==> src/rtl/gcd_pkg.sv <==
// Shared types and default widths for the GCD scheduler slice.
//   sched_state_t : scheduler FSM states (IDLE, START, WAIT, RESP)
//   GCD_W         : default operand/result width
//   GCD_NREQ      : default number of requesters
package gcd_pkg;

  typedef enum logic [1:0] {
    IDLE  = 2'd0,
    START = 2'd1,
    WAIT  = 2'd2,
    RESP  = 2'd3
  } sched_state_t;

  localparam int GCD_W    = 8;
  localparam int GCD_NREQ = 4;

endpackage

==> src/rtl/gcd_sched_rr_arbiter.sv <==
// Combinational round-robin arbiter.
// Scans req starting at ptr and wrapping modulo NREQ; the first set bit wins.
//   req     in  NREQ  request vector
//   ptr     in  PW    index with highest priority this cycle
//   grant   out NREQ  one-hot grant (all zero when no request)
//   win     out PW    encoded winner index (0 when no request)
//   any_req out 1     at least one request present
// The pointer register itself is owned by the instantiating block.
module rr_arbiter
  import gcd_pkg::*;
#(
  parameter int NREQ = GCD_NREQ,
  parameter int PW   = $clog2(NREQ)
) (
  input  logic [NREQ-1:0] req,
  input  logic [PW-1:0]   ptr,
  output logic [NREQ-1:0] grant,
  output logic [PW-1:0]   win,
  output logic            any_req
);

  logic [PW:0]   sum;
  logic [PW-1:0] idx;

  always_comb begin
    grant   = '0;
    win     = '0;
    any_req = 1'b0;
    sum     = '0;
    idx     = '0;
    for (int k = 0; k < NREQ; k++) begin
      // ptr + k folded back into 0..NREQ-1 without a divider
      sum = {1'b0, ptr} + (PW+1)'(k);
      if (sum >= (PW+1)'(NREQ)) begin
        sum = sum - (PW+1)'(NREQ);
      end
      idx = sum[PW-1:0];
      if (!any_req && req[idx]) begin
        any_req    = 1'b1;
        win        = idx;
        grant[idx] = 1'b1;
      end
    end
  end

endmodule

==> src/rtl/gcd_sched.sv <==
// Round-robin scheduler sharing one subtractive GCD engine among NREQ clients.
// Accepts one operand pair at a time (valid/ready), starts the engine with a
// one-cycle pulse, waits for done and returns the result to the granted
// requester as a one-cycle response pulse. Zero operands bypass the engine.
//
// Optional build macro GCD_SCHED_TIMEOUT_EN: adds a WAIT-state watchdog that
// aborts the engine after TIMEOUT cycles and responds with rsp_err=1, data 0.
// Without it rsp_err and eng_abort are constant 0 and WAIT waits forever.
//
// Ports:
//   clk, rst            clock, synchronous active-high reset
//   req_valid/x/y       per-requester request, operands packed at [i*W +: W]
//   req_ready           one-hot accept (IDLE only)
//   rsp_valid/data/err  one-hot response pulse with result and abort flag
//   eng_start/x/y       engine start pulse and latched operands
//   eng_done/result     engine completion, sampled only in WAIT
//   eng_abort           one-cycle pulse forcing the engine back to idle
module gcd_sched
  import gcd_pkg::*;
#(
  parameter int NREQ    = GCD_NREQ,
  parameter int W       = GCD_W,
  parameter int TIMEOUT = 1024
) (
  input  logic              clk,
  input  logic              rst,
  input  logic [NREQ-1:0]   req_valid,
  input  logic [NREQ*W-1:0] req_x,
  input  logic [NREQ*W-1:0] req_y,
  output logic [NREQ-1:0]   req_ready,
  output logic [NREQ-1:0]   rsp_valid,
  output logic [W-1:0]      rsp_data,
  output logic              rsp_err,
  output logic              eng_start,
  output logic [W-1:0]      eng_x,
  output logic [W-1:0]      eng_y,
  input  logic              eng_done,
  input  logic [W-1:0]      eng_result,
  output logic              eng_abort
);

  localparam int PW = $clog2(NREQ);

  sched_state_t  state, state_nxt;
  logic [PW-1:0] ptr, gid;
  logic [W-1:0]  x_q, y_q, res_q;
  logic          err_q;

  logic [NREQ-1:0] grant;
  logic [PW-1:0]   win;
  logic            any_req;
  logic [W-1:0]    sel_x, sel_y;
  logic            bypass;
  logic            tmo;

  rr_arbiter #(.NREQ(NREQ), .PW(PW)) u_arb (
    .req     (req_valid),
    .ptr     (ptr),
    .grant   (grant),
    .win     (win),
    .any_req (any_req)
  );

  always_comb begin
    sel_x = '0;
    sel_y = '0;
    for (int i = 0; i < NREQ; i++) begin
      if (win == PW'(i)) begin
        sel_x = req_x[i*W +: W];
        sel_y = req_y[i*W +: W];
      end
    end
  end

  // gcd(0,b)=b and gcd(0,0)=0 both reduce to a plain OR
  assign bypass = (sel_x == '0) || (sel_y == '0);

`ifdef GCD_SCHED_TIMEOUT_EN
  localparam int CW = $clog2(TIMEOUT) + 1;
  logic [CW-1:0] wait_cnt;

  // Cleared in START so the first WAIT cycle sees 0
  always_ff @(posedge clk) begin
    if (rst) begin
      wait_cnt <= '0;
    end else if (state == START) begin
      wait_cnt <= '0;
    end else if (state == WAIT) begin
      wait_cnt <= wait_cnt + CW'(1);
    end
  end

  assign tmo = (state == WAIT) && (wait_cnt == CW'(TIMEOUT - 1));
`else
  logic unused_timeout;
  assign unused_timeout = (TIMEOUT != 0);
  assign tmo = 1'b0;
`endif

  always_ff @(posedge clk) begin
    if (rst) begin
      state <= IDLE;
    end else begin
      state <= state_nxt;
    end
  end

  always_comb begin
    state_nxt = state;
    case (state)
      IDLE:    if (any_req) state_nxt = bypass ? RESP : START;
      START:   state_nxt = WAIT;
      WAIT:    if (eng_done || tmo) state_nxt = RESP;
      RESP:    state_nxt = IDLE;
      default: state_nxt = IDLE;
    endcase
  end

  always_comb begin
    req_ready = '0;
    rsp_valid = '0;
    rsp_data  = '0;
    rsp_err   = 1'b0;
    eng_start = 1'b0;
    eng_abort = 1'b0;
    case (state)
      IDLE:  req_ready = grant;
      START: eng_start = 1'b1;
      // done has priority over a coincident timeout
      WAIT:  eng_abort = tmo && !eng_done;
      RESP: begin
        rsp_valid[gid] = 1'b1;
        rsp_data       = res_q;
        rsp_err        = err_q;
      end
      default: ;
    endcase
  end

  assign eng_x = x_q;
  assign eng_y = y_q;

  always_ff @(posedge clk) begin
    if (rst) begin
      ptr   <= '0;
      gid   <= '0;
      x_q   <= '0;
      y_q   <= '0;
      res_q <= '0;
      err_q <= 1'b0;
    end else begin
      case (state)
        IDLE: begin
          if (any_req) begin
            x_q   <= sel_x;
            y_q   <= sel_y;
            gid   <= win;
            ptr   <= (win == PW'(NREQ - 1)) ? '0 : win + PW'(1);
            res_q <= sel_x | sel_y;
            err_q <= 1'b0;
          end
        end
        WAIT: begin
          if (eng_done) begin
            res_q <= eng_result;
            err_q <= 1'b0;
          end else if (tmo) begin
            res_q <= '0;
            err_q <= 1'b1;
          end
        end
        default: ;
      endcase
    end
  end

endmodule

==> config.mk <==
export PLATFORM = sky130hd
export DESIGN_NAME = gcd_sched
export DESIGN_NICKNAME = d
export VERILOG_FILES = /design/src/rtl/gcd_pkg.sv /design/src/rtl/gcd_sched_rr_arbiter.sv /design/src/rtl/gcd_sched.sv
export SDC_FILE = /design/constraint.sdc
export NUM_CORES = 1
export LEC_CHECK = 0
export CAP_MARGIN = 10
export CORE_MARGIN = 2
export CORE_UTILIZATION = 30
export DETAILED_ROUTE_END_ITERATION = 10
export SYNTH_ARGS = -nofsm -noshare
export SYNTH_HDL_FRONTEND = slang
export SYNTH_SLANG_ARGS = --single-unit
==> constraint.sdc <==
create_clock -name clk -period 4.2 [get_ports clk]
set_clock_uncertainty 0.15 [all_clocks]
set_input_delay 0.42 -clock clk [delete_from_list [all_inputs] [get_ports clk]]
set_output_delay 0.42 -clock clk [all_outputs]
set_load 0.005 [all_outputs]
# After elaboration in Yosys (flattened, before gate mapping)
# Cells that the tools add are included.
# totals
elab_cells	119
regBits	31
output_inout_bits	35
# op_classes
muxes	58
n_addsub	8
order_cmp	14
reduce_logical	20
bitwise_logic	4
n_eq_ne	8
# ops
op	n
$mux 8	11
$mux 2	12
$mux 4	6
$mux 1	17
$logic_not 8->1	2
$pmux 8 s2	1
$lt 2x3->1 const B	5
$or 4x4->4	3
$demux 1 s2	5
$ge 2x1->1 const B	5
$ge 3x3->1 const B	3
$bmux 1 s2	4
$eq 2x2->1 const B	4
$logic_and 1x1->1	8
$or 8x8->8	1
$pmux 2 s4	1
$sub 2x1->2 const B	4
$add 2x2->3 const B	2
$eq 2x1->1 const B	2
$logic_not 2->1	2
$ne 2x2->1 const B	2
$reduce_and 2->1	2
$add 2x1->3 const B	1
$ge 2x3->1 const B	1
other kinds (6)	8

# Longest topological paths before layout
# logic_depth
depth_word	24
depth_mapped	20
depth_no_buf	15

# Modules after synthesis
# From an unflattened synthesis, not the netlist that was laid out.
# unflattened
hier_cells	324
hier_area_um2	2421.1
# modules_own_cells
mod	cells_per_inst	area_per_inst_um2	seq_area_each_um2	n_inst
gcd_sched	279	2001.9	600.6	1
rr_arbiter	45	419.2	0.0	1

# Worst setup path before layout
# No wires, ideal clock.
# synth_timing
path_kind	register -> register
start	register ptr[0]
end	register state[1]
slack_ns	-0.381
stages_incl_launch_ff	19
t_arrival_ns	4.357
required_ns	3.976
setup_ns	0.074
n_path_buf	5
period_less_slack_ns	4.581
cell_sequence	dfxtp_1 buf_2 buf_1 inv_1 ha_1 clkbuf_1 mux4_2 nor2b_1 o21ai_1 o31ai_1 ha_1 buf_6 inv_2 buf_2 o22ai_4 a41oi_1 or4_1 or4_1 a31oi_1
# synth_between
elab_chain_len	24
word_cells_on_any_way	57
cone_classes	add/sub (7); order compare (4); eq/ne (4); mux (31); reduce/logical (11)
# synth_lines
item	line	rtl
from (decl)	gcd_sched.sv:45	logic [PW-1:0] ptr, gid;
from (signal assigned)	gcd_sched.sv:158	ptr <= (win == PW'(NREQ - 1)) ? '0 : win + PW'(1);
parallel branches: the longest is 13 deep, another holds $add 2x1->3	-	
$mux 2 *	gcd_sched_rr_arbiter.sv:38	if (!any_req && req[idx]) begin
via u_arb.win[0]	gcd_sched_rr_arbiter.sv:18	output logic [PW-1:0] win,
$logic_not 2->1	gcd_sched.sv:68	if (win == PW'(i)) begin
$mux 8 (4 in a row)	gcd_sched.sv:68	
$logic_not 8->1	gcd_sched.sv:76	assign bypass = (sel_x == '0) || (sel_y == '0);
$logic_or 1x1->1 *	gcd_sched.sv:76	
$mux 2 * (2 in a row)	gcd_sched.sv:111	IDLE: if (any_req) state_nxt = bypass ? RESP : START;
$pmux 2 s4 *	gcd_sched.sv:110	case (state)
to (signal assigned)	gcd_sched.sv:104	state <= state_nxt;
to (decl)	gcd_sched.sv:44	sched_state_t state, state_nxt;
# Mark *: on every way through the listed nets, which the timed path passes. The select of a mux whose other input is x is not followed.
# A chain may end at the register's enable or synchronous reset.

# Worst setup path after layout
# layout_timing
start	input port req_valid[1]
end	register state[1]
# layout_between
elab_chain_len	22
word_cells_on_any_way	42
cone_classes	eq/ne (4); mux (27); reduce/logical (11)
# layout_lines
item	line	rtl
from (decl)	gcd_sched.sv:27	input logic [NREQ-1:0] req_valid,
$bmux 1 s2	gcd_sched_rr_arbiter.sv:38	
$mux 1 (implied by the code)	gcd_sched_rr_arbiter.sv:38	
$mux 1	gcd_sched_rr_arbiter.sv:38	
$logic_not 1->1	gcd_sched_rr_arbiter.sv:38	
$logic_and 1x1->1	gcd_sched_rr_arbiter.sv:38	
$mux 1	gcd_sched_rr_arbiter.sv:38	
$logic_not 1->1	gcd_sched_rr_arbiter.sv:38	
$logic_and 1x1->1	gcd_sched_rr_arbiter.sv:38	
(+3 left out)	-	
$mux 2 *	gcd_sched_rr_arbiter.sv:38	
via u_arb.win[0]	gcd_sched_rr_arbiter.sv:18	
$logic_not 2->1	gcd_sched.sv:68	
$mux 8 (4 in a row)	gcd_sched.sv:68	
$logic_not 8->1	gcd_sched.sv:76	
$logic_or 1x1->1 *	gcd_sched.sv:76	
$mux 2 * (2 in a row)	gcd_sched.sv:111	
$pmux 2 s4 *	gcd_sched.sv:110	
# Mark *: on every way through the listed nets, which the timed path passes. The rest lies on a longest branch. The select of a mux whose other input is x is not followed.

==> flow_summary_export.csv <==
group,metric,value,unit
critical_path,cp.required,4.26,ns
detailed_routing,wire_per_inst,15.75,um
floorplan,core,8678,um^2
finish,multiInputGateArea,1931,um^2
clocking,cts_root_buffer,"clkbuf_8",
clocking,cts_tree,"done",
sta,grt_setup_unrepaired,"false",
detailed_routing,final_antenna_net_count,0,
yosys,synth_top_area_share,22.54,%
sta,setup_violations,0,
clocking,clk_pin_slew_worst_paths,0.07,ns
yosys,synth.distinct_cells,56,
detailed_routing,drc,0,
global_route,gr-total-overflow,0,
sta,finalCriticalPeriod,3.929,ns
yosys,syn_avg_cell_area,7.725,um^2
sta,tightest_slew,0.6064,ns
clocking,htree_levels,2,
yosys,async_flop_share,0,%
place,dp.final_hpwl,7366,um
finish,register_area,600.6,um^2
sta,hold_ws,0.3155,ns
global_route,grt_max_degree,35,
finish,nets,567,
floorplan,die_y,98.25,um
yosys,ys_seq_area_share,22.54,%
floorplan,die_w,98.25,um
yosys,synth_top_cell_by_area,"dfxtp_1",
place,dpl_worst_slack,-0.06801,ns
detailed_routing,wl,9164,um
finish,stdcell_count,582,
clocking,cts_sinks,30,
sta,setup-tns-final,0,ns
global_route,grt_antenna_before_repair,0,
sta,setup_ws,0.2710,ns
outcome,status,"completed",
critical_path,slowest_stage,"mux4_2",
critical_path,cp-end-kind,"register",
finish,drive_above_1_share,12.66,%
detailed_routing,via_per_inst,5.160,
power_and_ir_drop,powerDensity,916.0,nW/um^2
hold_path,holdCritPathClass,"reg2reg",
global_route,grt_pass1_vias,3043,
yosys,synth_edf_count,0,
clocking,clk_latency,0.28,ns
detailed_routing,drt_pass1_iterations,4,
floorplan,dieArea,9653,um^2
yosys,netlist_top_cells_count,"45 x nor2_1, 30 x dfxtp_1, 29 x a21oi_1, 26 x nand2_1, 16 x clkbuf_1",
critical_path,max_stage_delay,0.53,ns
clocking,hold_buffers,0,
yosys,ys_ff_latch,30,
critical_path,critPathArrivalTime,3.99,ns
run,cap_violations,0,
power_and_ir_drop,seqPwrFrac,12.9,%
yosys,synthCells,345,
critical_path,start_kind,"input port",
place,gp_congestion,0.8403,
clocking,cts_setup_buffers,0,
sta,finalHoldViolations,0,
sta,maxSlewViolCount,0,
yosys,synth_most_common_cell,"nor2_1",
finish,num-fill-cells,905,
floorplan,num_io_pins,114,
detailed_routing,drt-initial-drc-count,144,
detailed_routing,num_vias,3003,
power_and_ir_drop,intPower,2.016,mW
critical_path,crit_chain,"clkdlybuf4s50_1, mux4_2, inv_1, a21oi_1, o31ai_2, buf_4, ha_1, buf_4, and3b_1, a21oi_1, o21ba_2, o211ai_1, o31a_1, a31oi_1",
clocking,cts_buffers,5,
global_route,grt_usage,19.00,%
yosys,netlist_top_cells_area,"dfxtp_1 23%, ha_1 7.0%, nor2_1 6.3%, a21oi_1 5.4%, mux2i_1 4.9%",
finish,antennaDiodeCount,0,
yosys,synth_area,2665,um^2
sta,clock.fmax,254.5,MHz
power_and_ir_drop,p_leak,1.629,nW
sta,final_min_period_over_clock_period,93.55,%
clocking,clk_path_buf_depth,2,
floorplan,initial_core_util,30.71,%
yosys,ys_warn_count,0,
clocking,cts_resized,0,
place,dpl.cell_count,574,
critical_path,cp_max_fo,25,
critical_path,crit_type,"in2reg",
sta,slew_headroom,59.57,%
power_and_ir_drop,pwr-share-comb,80.6,%
place,numPortBuffers,111,
power_and_ir_drop,swShare,47.30,%
power_and_ir_drop,clockPowerShare,6.5,%
global_route,grt_pass1_wl,14980,um
floorplan,rows,34,
yosys,dominantRegCellSynth,"dfxtp_1",
power_and_ir_drop,ir_drop,467.3,uV
power_and_ir_drop,p_switching,1.810,mW
finish,syn_to_final_growth,56.71,%
==> final timing paths <==
kind	from	end	slack, ns	cells past startpoint
worst max-delay path	req_valid[1]	state[1]	0.27	14
worst min-delay path	eng_x[1]	eng_x[1]	0.32	2
worst max register to register	ptr[0]	state[1]	0.29	14
worst min register to register	eng_x[1]	eng_x[1]	0.32	2
==> layout make-up <==
type                    instances  share of cell area, %
inverters                      11                 0.9886
clock inverters                 2                 0.2996
clock buffers                   6                  1.977
well taps                     108                  3.235
flip-flops and latches         30                  14.38
repair buffers                146                  32.89
multi-input cells             279                  46.23
==> layer usage <==
metal	global-route usage [%]	up-vias	routed length [um]
li1	-	1512	-
met1	23.55	1383	3999
met2	34.14	95	4458
met3	4.152	13	590
met4	3.477	0	116
met5	0	-	0
==> worst max-delay path, delay by kind of cell <==
| kind | cells | cell delay [ns] |
|---|---|---|
| buf+inv | 4 | 1.03 |
| fa+ha+maj | 1 | 0.23 |
| compound gates | 7 | 1.58 |
| simple gates | 1 | 0.21 |
| mux | 1 | 0.53 |
==> through the flow <==
stage | util [%] | cell area [um^2] | total power, mW
2_1_floorplan | - | 2686 | 2.437
3_3_place_gp | 46.74 | 4056 | 3.522
3_5_place_dp | 46.74 | 4056 | 3.540
4_1_cts | 47.84 | 4151 | 3.808
5_1_grt | 48.13 | 4177 | 4.204
6_report | 48.13 | 4177 | 3.826
==> power groups by stage <==
stage / logic [mW] / clock network [mW] / registers, mW
after floorplan: 1.93 / 0 / 0.504
after global placement: 3.03 / 0 / 0.496
after detailed placement: 3.04 / 0 / 0.499
after CTS: 3.06 / 0.255 / 0.494
after global routing: 3.42 / 0.270 / 0.509
final: 3.08 / 0.250 / 0.494
==> placed cells by master, fill, tap and decap left out, types with 8 or more instances in the layout <==
cell	count
a211oi_1	13
a21oi_1	29
and2_1	9
buf_4	35
clkdlybuf4s50_1	111
dfxtp_1	30
ha_1	13
inv_1	10
mux2i_1	13
nand2_1	26
nand2b_1	13
nand3b_1	8
nor2_1	45
o21ai_0	13
o22ai_1	9
==> cells by family (layout without fill, tap and decap cells) <==
logic type	Yosys count	after routing	share of synthesized area, %
other cells	1	2	0.1407
mux	17	17	8.263
flops	30	30	22.54
simple gates	133	133	25.87
fa+ha+maj	15	15	7.042
buf+inv	37	165	6.573
compound gates	112	112	29.58
==> registers in the layout, summed over array words and instances, names as in the netlist <==
| signal | flops |
|---|---|
| res_q | 8 |
| eng_x | 8 |
| ptr | 2 |
| gid | 2 |
| eng_y | 8 |
| state | 2 |
(Power assumes the default switching activity.)
